--- src/rtl/cpu_pkg.sv ---
// rtl/cpu_pkg.sv - shared opcodes, sequencer states and IR fields for the lab CPU
// Contents: opcode constants, state_t enum, IR field positions, strobe_t bundle.
package cpu_pkg;

  // ir[7:4] opcode map; codes not listed here decode to no strobe
  localparam logic [3:0] NOP_OP  = 4'h0;
  localparam logic [3:0] OP_IN   = 4'h2;
  localparam logic [3:0] OP_HALT = 4'h3;
  localparam logic [3:0] OP_OUT  = 4'h4;
  localparam logic [3:0] OP_MOVI = 4'h5;
  localparam logic [3:0] OP_SUB  = 4'h6;
  localparam logic [3:0] OP_JMP  = 4'h7;
  localparam logic [3:0] OP_JG   = 4'h8;
  localparam logic [3:0] OP_ADD  = 4'h9;
  localparam logic [3:0] OP_MOVA = 4'hC;
  localparam logic [3:0] OP_MOVB = 4'hD;
  localparam logic [3:0] OP_MOVC = 4'hE;
  localparam logic [3:0] OP_MOVD = 4'hF;

  typedef enum logic [1:0] {
    ST_IDLE  = 2'd0,
    ST_FETCH = 2'd1,
    ST_EXEC  = 2'd2,
    ST_HALT  = 2'd3
  } state_t;

  // IR field positions: OPC = [7:4], DR = [3:2], SR = [1:0]
  localparam int OPC_MSB = 7;
  localparam int OPC_LSB = 4;
  localparam int DR_MSB  = 3;
  localparam int DR_LSB  = 2;
  localparam int SR_MSB  = 1;
  localparam int SR_LSB  = 0;

  typedef struct packed {
    logic mova;
    logic movb;
    logic movc;
    logic movd;
    logic add;
    logic sub;
    logic jmp;
    logic jg;
    logic in1;
    logic out1;
    logic movi;
    logic halt;
  } strobe_t;

endpackage

--- src/rtl/seq_decode_if.sv ---
// rtl/seq_decode_if.sv - signal bundle between seq_decode and con_signal/RAM/ALU
// master: sequencer side (drives ir, sm, strobes, g, halted, busy).
// slave : surrounding datapath side (drives run, step, ram_dout, sm_en, gf_en, g_in).
interface seq_decode_if;
  logic       run;
  logic       step;
  logic [7:0] ram_dout;
  logic       sm_en;
  logic       gf_en;
  logic       g_in;
  logic [7:0] ir;
  logic       sm;
  logic       mova, movb, movc, movd;
  logic       add, sub, jmp, jg;
  logic       in1, out1, movi, halt;
  logic       g;
  logic       halted;
  logic       busy;

  modport master (
    input  run, step, ram_dout, sm_en, gf_en, g_in,
    output ir, sm, mova, movb, movc, movd, add, sub, jmp, jg,
           in1, out1, movi, halt, g, halted, busy
  );

  modport slave (
    output run, step, ram_dout, sm_en, gf_en, g_in,
    input  ir, sm, mova, movb, movc, movd, add, sub, jmp, jg,
           in1, out1, movi, halt, g, halted, busy
  );
endinterface

--- src/rtl/seq_decode_op_decode.sv ---
// rtl/seq_decode_op_decode.sv - combinational opcode to one-hot strobe decoder
// Ports: opc (ir[7:4]), exec (high only in EXEC), strb (12 one-hot strobes).
module op_decode
  import cpu_pkg::*;
(
  input  logic [3:0] opc,
  input  logic       exec,
  output strobe_t    strb
);

  always_comb begin
    strb = '0;
    if (exec) begin
      case (opc)
        OP_IN:   strb.in1  = 1'b1;
        OP_HALT: strb.halt = 1'b1;
        OP_OUT:  strb.out1 = 1'b1;
        OP_MOVI: strb.movi = 1'b1;
        OP_SUB:  strb.sub  = 1'b1;
        OP_JMP:  strb.jmp  = 1'b1;
        OP_JG:   strb.jg   = 1'b1;
        OP_ADD:  strb.add  = 1'b1;
        OP_MOVA: strb.mova = 1'b1;
        OP_MOVB: strb.movb = 1'b1;
        OP_MOVC: strb.movc = 1'b1;
        OP_MOVD: strb.movd = 1'b1;
        default: ;
      endcase
    end
  end

endmodule

--- src/rtl/seq_decode.sv ---
// rtl/seq_decode.sv - fetch/execute sequencer, IR, step edge detect and G flag
// Ports: clk, rst_n (async active-low), bus (seq_decode_if.master): run/step
// control, ram_dout instruction byte, sm_en/gf_en/g_in from datapath; ir, sm,
// decoded strobes, g, halted, busy out.
module seq_decode (
  input  logic         clk,
  input  logic         rst_n,
  seq_decode_if.master bus
);
  import cpu_pkg::*;

  state_t     state_q, state_d;
  logic [7:0] ir_q, ir_d;
  logic       g_q, g_d;
  logic       step_d_q, step_d_d;
  logic       step_edge;
  logic       exec;
  strobe_t    strb;

  assign step_edge = bus.step & ~step_d_q;
  assign exec      = (state_q == ST_EXEC);

  op_decode u_op_decode (
    .opc  (ir_q[OPC_MSB:OPC_LSB]),
    .exec (exec),
    .strb (strb)
  );

  always_ff @(posedge clk or negedge rst_n) begin
    if (!rst_n) begin
      state_q  <= ST_IDLE;
      ir_q     <= 8'h00;
      g_q      <= 1'b0;
      step_d_q <= 1'b0;
    end else begin
      state_q  <= state_d;
      ir_q     <= ir_d;
      g_q      <= g_d;
      step_d_q <= step_d_d;
    end
  end

  always_comb begin
    state_d  = state_q;
    ir_d     = ir_q;
    g_d      = bus.gf_en ? bus.g_in : g_q;
    // step_d tracks step every cycle, so an edge seen outside IDLE is dropped
    step_d_d = bus.step;
    case (state_q)
      ST_IDLE: begin
        if (bus.run || step_edge) state_d = ST_FETCH;
      end
      ST_FETCH: begin
        state_d = ST_EXEC;
        ir_d    = bus.ram_dout;
      end
      ST_EXEC: begin
        // halt must win over sm_en: con_signal drops sm_en because of halt
        if (strb.halt)        state_d = ST_HALT;
        else if (!bus.sm_en)  state_d = ST_EXEC;
        else if (bus.run)     state_d = ST_FETCH;
        else                  state_d = ST_IDLE;
      end
      ST_HALT: state_d = ST_HALT;
      default: state_d = ST_IDLE;
    endcase
  end

  assign bus.ir     = ir_q;
  assign bus.sm     = (state_q != ST_FETCH);
  assign bus.g      = g_q;
  assign bus.halted = (state_q == ST_HALT);
  assign bus.busy   = (state_q == ST_FETCH) || (state_q == ST_EXEC);
  assign bus.mova   = strb.mova;
  assign bus.movb   = strb.movb;
  assign bus.movc   = strb.movc;
  assign bus.movd   = strb.movd;
  assign bus.add    = strb.add;
  assign bus.sub    = strb.sub;
  assign bus.jmp    = strb.jmp;
  assign bus.jg     = strb.jg;
  assign bus.in1    = strb.in1;
  assign bus.out1   = strb.out1;
  assign bus.movi   = strb.movi;
  assign bus.halt   = strb.halt;

endmodule

--- src/flat_wrapper.sv ---
// flat-port wrapper written by rule: the top's interface ports become plain ports
module seq_decode_flat import cpu_pkg::*;
  (clk, rst_n, bus_run, bus_step, bus_ram_dout, bus_sm_en, bus_gf_en, bus_g_in, bus_ir, bus_sm, bus_mova, bus_movb, bus_movc, bus_movd, bus_add, bus_sub, bus_jmp, bus_jg, bus_in1, bus_out1, bus_movi, bus_halt, bus_g, bus_halted, bus_busy);
  seq_decode_if bus_i ();
  input  logic clk;
  input  logic rst_n;
  input wire logic [$bits(bus_i.run)-1:0] bus_run;
  input wire logic [$bits(bus_i.step)-1:0] bus_step;
  input wire logic [$bits(bus_i.ram_dout)-1:0] bus_ram_dout;
  input wire logic [$bits(bus_i.sm_en)-1:0] bus_sm_en;
  input wire logic [$bits(bus_i.gf_en)-1:0] bus_gf_en;
  input wire logic [$bits(bus_i.g_in)-1:0] bus_g_in;
  output wire logic [$bits(bus_i.ir)-1:0] bus_ir;
  output wire logic [$bits(bus_i.sm)-1:0] bus_sm;
  output wire logic [$bits(bus_i.mova)-1:0] bus_mova;
  output wire logic [$bits(bus_i.movb)-1:0] bus_movb;
  output wire logic [$bits(bus_i.movc)-1:0] bus_movc;
  output wire logic [$bits(bus_i.movd)-1:0] bus_movd;
  output wire logic [$bits(bus_i.add)-1:0] bus_add;
  output wire logic [$bits(bus_i.sub)-1:0] bus_sub;
  output wire logic [$bits(bus_i.jmp)-1:0] bus_jmp;
  output wire logic [$bits(bus_i.jg)-1:0] bus_jg;
  output wire logic [$bits(bus_i.in1)-1:0] bus_in1;
  output wire logic [$bits(bus_i.out1)-1:0] bus_out1;
  output wire logic [$bits(bus_i.movi)-1:0] bus_movi;
  output wire logic [$bits(bus_i.halt)-1:0] bus_halt;
  output wire logic [$bits(bus_i.g)-1:0] bus_g;
  output wire logic [$bits(bus_i.halted)-1:0] bus_halted;
  output wire logic [$bits(bus_i.busy)-1:0] bus_busy;
  assign bus_i.run = bus_run;
  assign bus_i.step = bus_step;
  assign bus_i.ram_dout = bus_ram_dout;
  assign bus_i.sm_en = bus_sm_en;
  assign bus_i.gf_en = bus_gf_en;
  assign bus_i.g_in = bus_g_in;
  assign bus_ir = bus_i.ir;
  assign bus_sm = bus_i.sm;
  assign bus_mova = bus_i.mova;
  assign bus_movb = bus_i.movb;
  assign bus_movc = bus_i.movc;
  assign bus_movd = bus_i.movd;
  assign bus_add = bus_i.add;
  assign bus_sub = bus_i.sub;
  assign bus_jmp = bus_i.jmp;
  assign bus_jg = bus_i.jg;
  assign bus_in1 = bus_i.in1;
  assign bus_out1 = bus_i.out1;
  assign bus_movi = bus_i.movi;
  assign bus_halt = bus_i.halt;
  assign bus_g = bus_i.g;
  assign bus_halted = bus_i.halted;
  assign bus_busy = bus_i.busy;
  seq_decode u_core (.clk(clk), .rst_n(rst_n), .bus(bus_i));
endmodule
--- config.mk ---
export PLATFORM = sky130hd
export DESIGN_NAME = seq_decode_flat
export DESIGN_NICKNAME = d
export VERILOG_FILES = /design/src/rtl/cpu_pkg.sv /design/src/rtl/seq_decode_if.sv /design/src/rtl/seq_decode_op_decode.sv /design/src/rtl/seq_decode.sv /design/src/flat_wrapper.sv
export SDC_FILE = /design/constraint.sdc
export NUM_CORES = 1
export LEC_CHECK = 0
export CAP_MARGIN = 20
export CELL_PAD_IN_SITES_DETAIL_PLACEMENT = 0
export CELL_PAD_IN_SITES_GLOBAL_PLACEMENT = 1
export CORE_AREA = 3 3 63 47
export CTS_CLUSTER_SIZE = 20
export DETAILED_ROUTE_END_ITERATION = 16
export DIE_AREA = 0 0 66 50
export PLACE_DENSITY = 0.83
export SYNTH_ARGS = -nofsm -noshare
export SYNTH_HDL_FRONTEND = slang
export SYNTH_HIERARCHICAL = 1
export SYNTH_SLANG_ARGS = --single-unit
--- constraint.sdc ---
create_clock -name clk -period 3 [get_ports clk]
set_input_delay 0.9 -clock clk [delete_from_list [all_inputs] [get_ports clk]]
set_output_delay 0.9 -clock clk [all_outputs]
set_load 0.1 [all_outputs]
---- Yosys cells after proc, flatten, opt, wreduce, memory -nomap -nowiden ----
Cells that the tools add are included.
Widths: inputs -> output; s select.
storage, ports and cells
  bits in registers ....................... 12
  bits in latches ......................... 0
  bits in writable memories ............... 0
  memory bits (read-only) ................. 0
  memories kept ........................... 0
operators by class
  $add $sub $neg .......................... 0
  $mul .................................... 0
  div/mod/pow operators ................... 0
  magnitude comparators ................... 0
  equality and inequality tests ........... 17
  shift operators ......................... 0
  mux-type cells .......................... 18
  bitwise logic cells ..................... 2
  reductions and logical operators ........ 3
operators by type and width
  cell                number
  $eq 4x4->1 const B  6
  $eq 4x3->1 const B  4
  $mux 1              13
  $mux 12             1
  $eq 4x2->1 const B  2
  $pmux 2 s4          1
  $mux 2              3
  $eq 2x2->1 const B  2
  $ne 2x1->1 const B  2
  $eq 2x1->1 const B  1
  $logic_not 2->1     1
  $logic_or 1x1->1    2
  $and 1x1->1         1
  $not 1->1           1

---- Longest topological paths before layout ----
  depth in word-level cells ............... 5
  mapped depth ............................ 7
  mapped depth without buffers ............ 7

---- Hierarchy ----
The synthesis kept the hierarchy.
by module, submodules not included
  module      instances  cells an instance  area an instance (um2)  seq. area each (um2)
  seq_decode  1          40                 574.3                   300.3
  op_decode   1          19                 93.8                    0.0

---- Least setup slack after synthesis ----
No wires, ideal clock.
  kind .................................... register to output
  from .................................... register u_core.ir_q[7] (netlist: u_core/bus.ir[7])
  to ...................................... output port bus_mova
  data arrival time ....................... 3.301 ns
  setup slack ............................. -1.201 ns
  stages on the path, launching flop included .. 3
  buffers on the path ..................... 0
  cell sequence ........................... dfrtp_1 nand3_1 nor3_1
on the way
  word-level cells in the longest chain between the ends .. 3
RTL lines
  element                 line                        source
  start, declared         seq_decode.sv:13            logic [7:0] ir_q, ir_d;
  start signal, assigned  seq_decode.sv:37            ir_q <= ir_d;
  $eq 4x4->1              seq_decode_op_decode.sv:14  case (opc)
  $mux 1                  seq_decode_op_decode.sv:14
  $mux 12                 seq_decode_op_decode.sv:13  if (exec) begin
  end, declared           flat_wrapper.sv:15          output wire logic [$bits(bus_i.mova)-1:0] bus_mova;
Every way passes these cells.

---- Worst setup path after layout ----
  from .................................... register u_core.state_q[0]
  to ...................................... output port bus_halt
on the way
  word-level cells in the longest chain between the ends .. 2
RTL lines
  element                 line                        source
  start, declared         seq_decode.sv:12            state_t state_q, state_d;
  start signal, assigned  seq_decode.sv:36            state_q <= state_d;
  $eq 2x2->1              seq_decode.sv:21            assign exec = (state_q == ST_EXEC);
  net u_core.exec         seq_decode.sv:17            logic exec;
  $mux 12                 seq_decode_op_decode.sv:13
  end, declared           flat_wrapper.sv:26          output wire logic [$bits(bus_i.halt)-1:0] bus_halt;
The timed path passes the listed nets, and every way through them passes these cells.

==> metrics.md <==
| Metric | Value |
|---|---|
| WP data required | `2100 ps` |
| DIE HEIGHT | `50 um` |
| Clock period minus worst slack | `2800 ps` |
| H-tree levels | `1` |
| GRT Overall Usage | `0.103` |
| Number of remaining DRC errors | `0` |
| Sinks on Clock Net | `12` |
| Starting density of the core | `0.276` |
| Final hold viol count | `0` |
| Yosys cell types | `20` |
| Clock transition at path regs | `80 ps` |
| Crit path DAT | `1900 ps` |
| Synthesized netlist cell count | `59` |
| Total grt overflow | `0` |
| Worst-case clock buffer depth | `2` |
| Core area | `2420 um^2` |
| N_diodes | `0` |
| Area grow syn2layout | `88.4%` |
| Wire length on met1 | `725 um` |
| Die Wd | `66 um` |
| Final clock skew | `12.1 ps` |
| Area share of the largest cell type after synthesis | `0.449` |
| Worst hold-check path type | `register to register` |
| Yosys top cell by area | `dfrtp_1` |
| DR iter-0 viols | `8` |
| I/O pin cnt | `39` |
| RD Place Congestion | `0.679` |
| Die area | `3300 um^2` |
| Row cnt | `15` |
| # hold bufs at CTS | `0` |
| Initial antenna violation count | `0` |
| Largest net degree at the start of global routing | `13` |
| Kind of critical path | `register to primary output` |
| Hold Slack | `515 ps` |
| Seq/Total Area, Yosys | `0.449` |
| Final setup fails | `0` |
| Critical Path Fanout Max | `6` |
| TritonCTS clock tree | `built` |
| Slew margin rel. | `0.660` |
| Via count | `562` |
| Register area | `302 um^2` |
| Routed length per instance | `11.6 um` |
| Status | `finished, final reports clean` |
| Mapped cell area | `668 um^2` |
| RSZ-0062 raised after global routing | `no` |
| Final #Nets | `121` |
| Ys Warns | `6` |
| Count of final max-slew check failures | `0` |
| Area contributors post-synth | `dfrtp_1, mux2_2, ha_1` |
| Period utilisation layout | `0.935` |
| Worst setup EP type | `primary output` |
| Total iterations of the first detailed-routing run | `4` |
| Area of the multi-input gates | `407 um^2` |
| Vias/cell | `4.19` |
| Syn_area_per_cell | `11.3 um^2` |
| Wire length on met3 | `166 um` |
| Peak Freq | `357 MHz` |
| DR WL met2 | `656 um` |
| Number of global-route vias before repair | `549` |
| Post-CTS Resized | `0` |
| Total Wirelength | `1550 um` |
| Register bit total from synthesis | `12` |
| Worst-skew pair later-pin latency | `270 ps` |
| First-pass GRT wire length | `2620 um` |
| Share of layout cells above drive strength 1 | `0.510` |
| Maxcap violations | `0` |
| Worst Max-Slew Pin Slew | `508 ps` |
| TritonCTS Buffers | `3` |
| Syn nets | `79` |
| DP HPWL | `1360 um` |
| Port bufs | `38` |
| Detail Route Antenna Nets | `0` |
| Setup bufs post-CTS | `0` |
| Worst setup SP type | `register` |
| Clock Tree Root | `clkbuf_4` |
| Fillcell total | `215` |
| Top routing layer in use | `met3` |
cell families (layout without fill, tap and decap cells):
logic type      after synthesis  after routing  synth area share
simple gates                 24             24             0.191
flops                        12             12             0.449
mux                          10             10             0.167
fa+ha+maj                     5              5            0.0936
compound gates                4              4            0.0655
buf+inv                       4             45            0.0337
Yosys cell counts:
| cell | number |
|---|---|
| o2bb2ai_1 | 1 |
| nand3b_1 | 2 |
| nand2b_4 | 1 |
| ha_1 | 5 |
| nand2_1 | 2 |
| nor3_1 | 3 |
| buf_6 | 1 |
| nand3_1 | 1 |
| nor2_1 | 10 |
| inv_1 | 3 |
| nor2b_1 | 1 |
| mux2i_1 | 1 |
| nand2b_1 | 3 |
| a211oi_2 | 1 |
| dfrtp_1 | 12 |
| a21o_1 | 1 |
| mux2_1 | 1 |
| a221oi_2 | 1 |
| or3b_1 | 1 |
| mux2_2 | 8 |
sequential cells by signal (all words and copies together), names as in the netlist:
signal           count
u_core/state_q       2
u_core/bus.ir        8
u_core/bus.g         1
u_core/step_d_q      1
per-stage QoR:
stage | TNS [ps] | util | cell area (um^2) | setup slack (ps) | std cells
after floorplan | -1430 | - | 731 | -197 | 59
after global placement | 0 | 0.509 | 1230 | 507 | 130
after detailed placement | 0 | 0.509 | 1230 | 475 | 130
after CTS | 0 | 0.520 | 1260 | 178 | 134
after global routing | 0 | 0.520 | 1260 | 58.0 | 134
final | 0 | 0.520 | 1260 | 195 | 134
layout make-up:
type / count / area share
Timing Repair Buffer: 38 / 0.374
Multi-Input combinational cell: 43 / 0.323
Sequential cell: 12 / 0.240
Tap cell: 34 / 0.0338
Clock buffer: 4 / 0.0209
Inverter: 3 / 0.00895
worst paths after layout:
check	endpoint	start	slack, ps	cells after the start
max reg2reg	u_core/state_q[1]	u_core/state_q[0]	1100	7
min reg2reg	u_core/bus.ir[2]	u_core/bus.ir[2]	510	1
min	u_core/bus.ir[2]	u_core/bus.ir[2]	510	1
min in group asynchronous	u_core/bus.ir[4]	rst_n	960	1
max in group asynchronous	u_core/bus.ir[6]	rst_n	1670	1
max	bus_halt	u_core/state_q[0]	200	5
placed cells by master (no fill, tap or decap), types with 5 or more instances in the layout:
cell | Yosys | layout
buf_12 | 0 | 12
nor2_2 | 0 | 8
clkdlybuf4s50_1 | 0 | 14
dfrtp_1 | 12 | 11
buf_4 | 0 | 12
mux2_2 | 8 | 8
ha_1 | 5 | 5
worst max-delay path, stage by stage (launching register included):
cell and delay, ps:
dfrtp_1 400, inv_1 150, ha_1 300, or3b_1 420, nor2_2 180, buf_12 200
per-layer routing:
layer	GRT usage	vias to the layer above
met5	0	-
met4	0.0405	0
met3	0.0296	0
met2	0.141	24
met1	0.151	249
li1	-	289
Power is left out: the tool's default activity adds up to more than one toggle a clock period on the data nets, which glitch-free logic cannot reach.
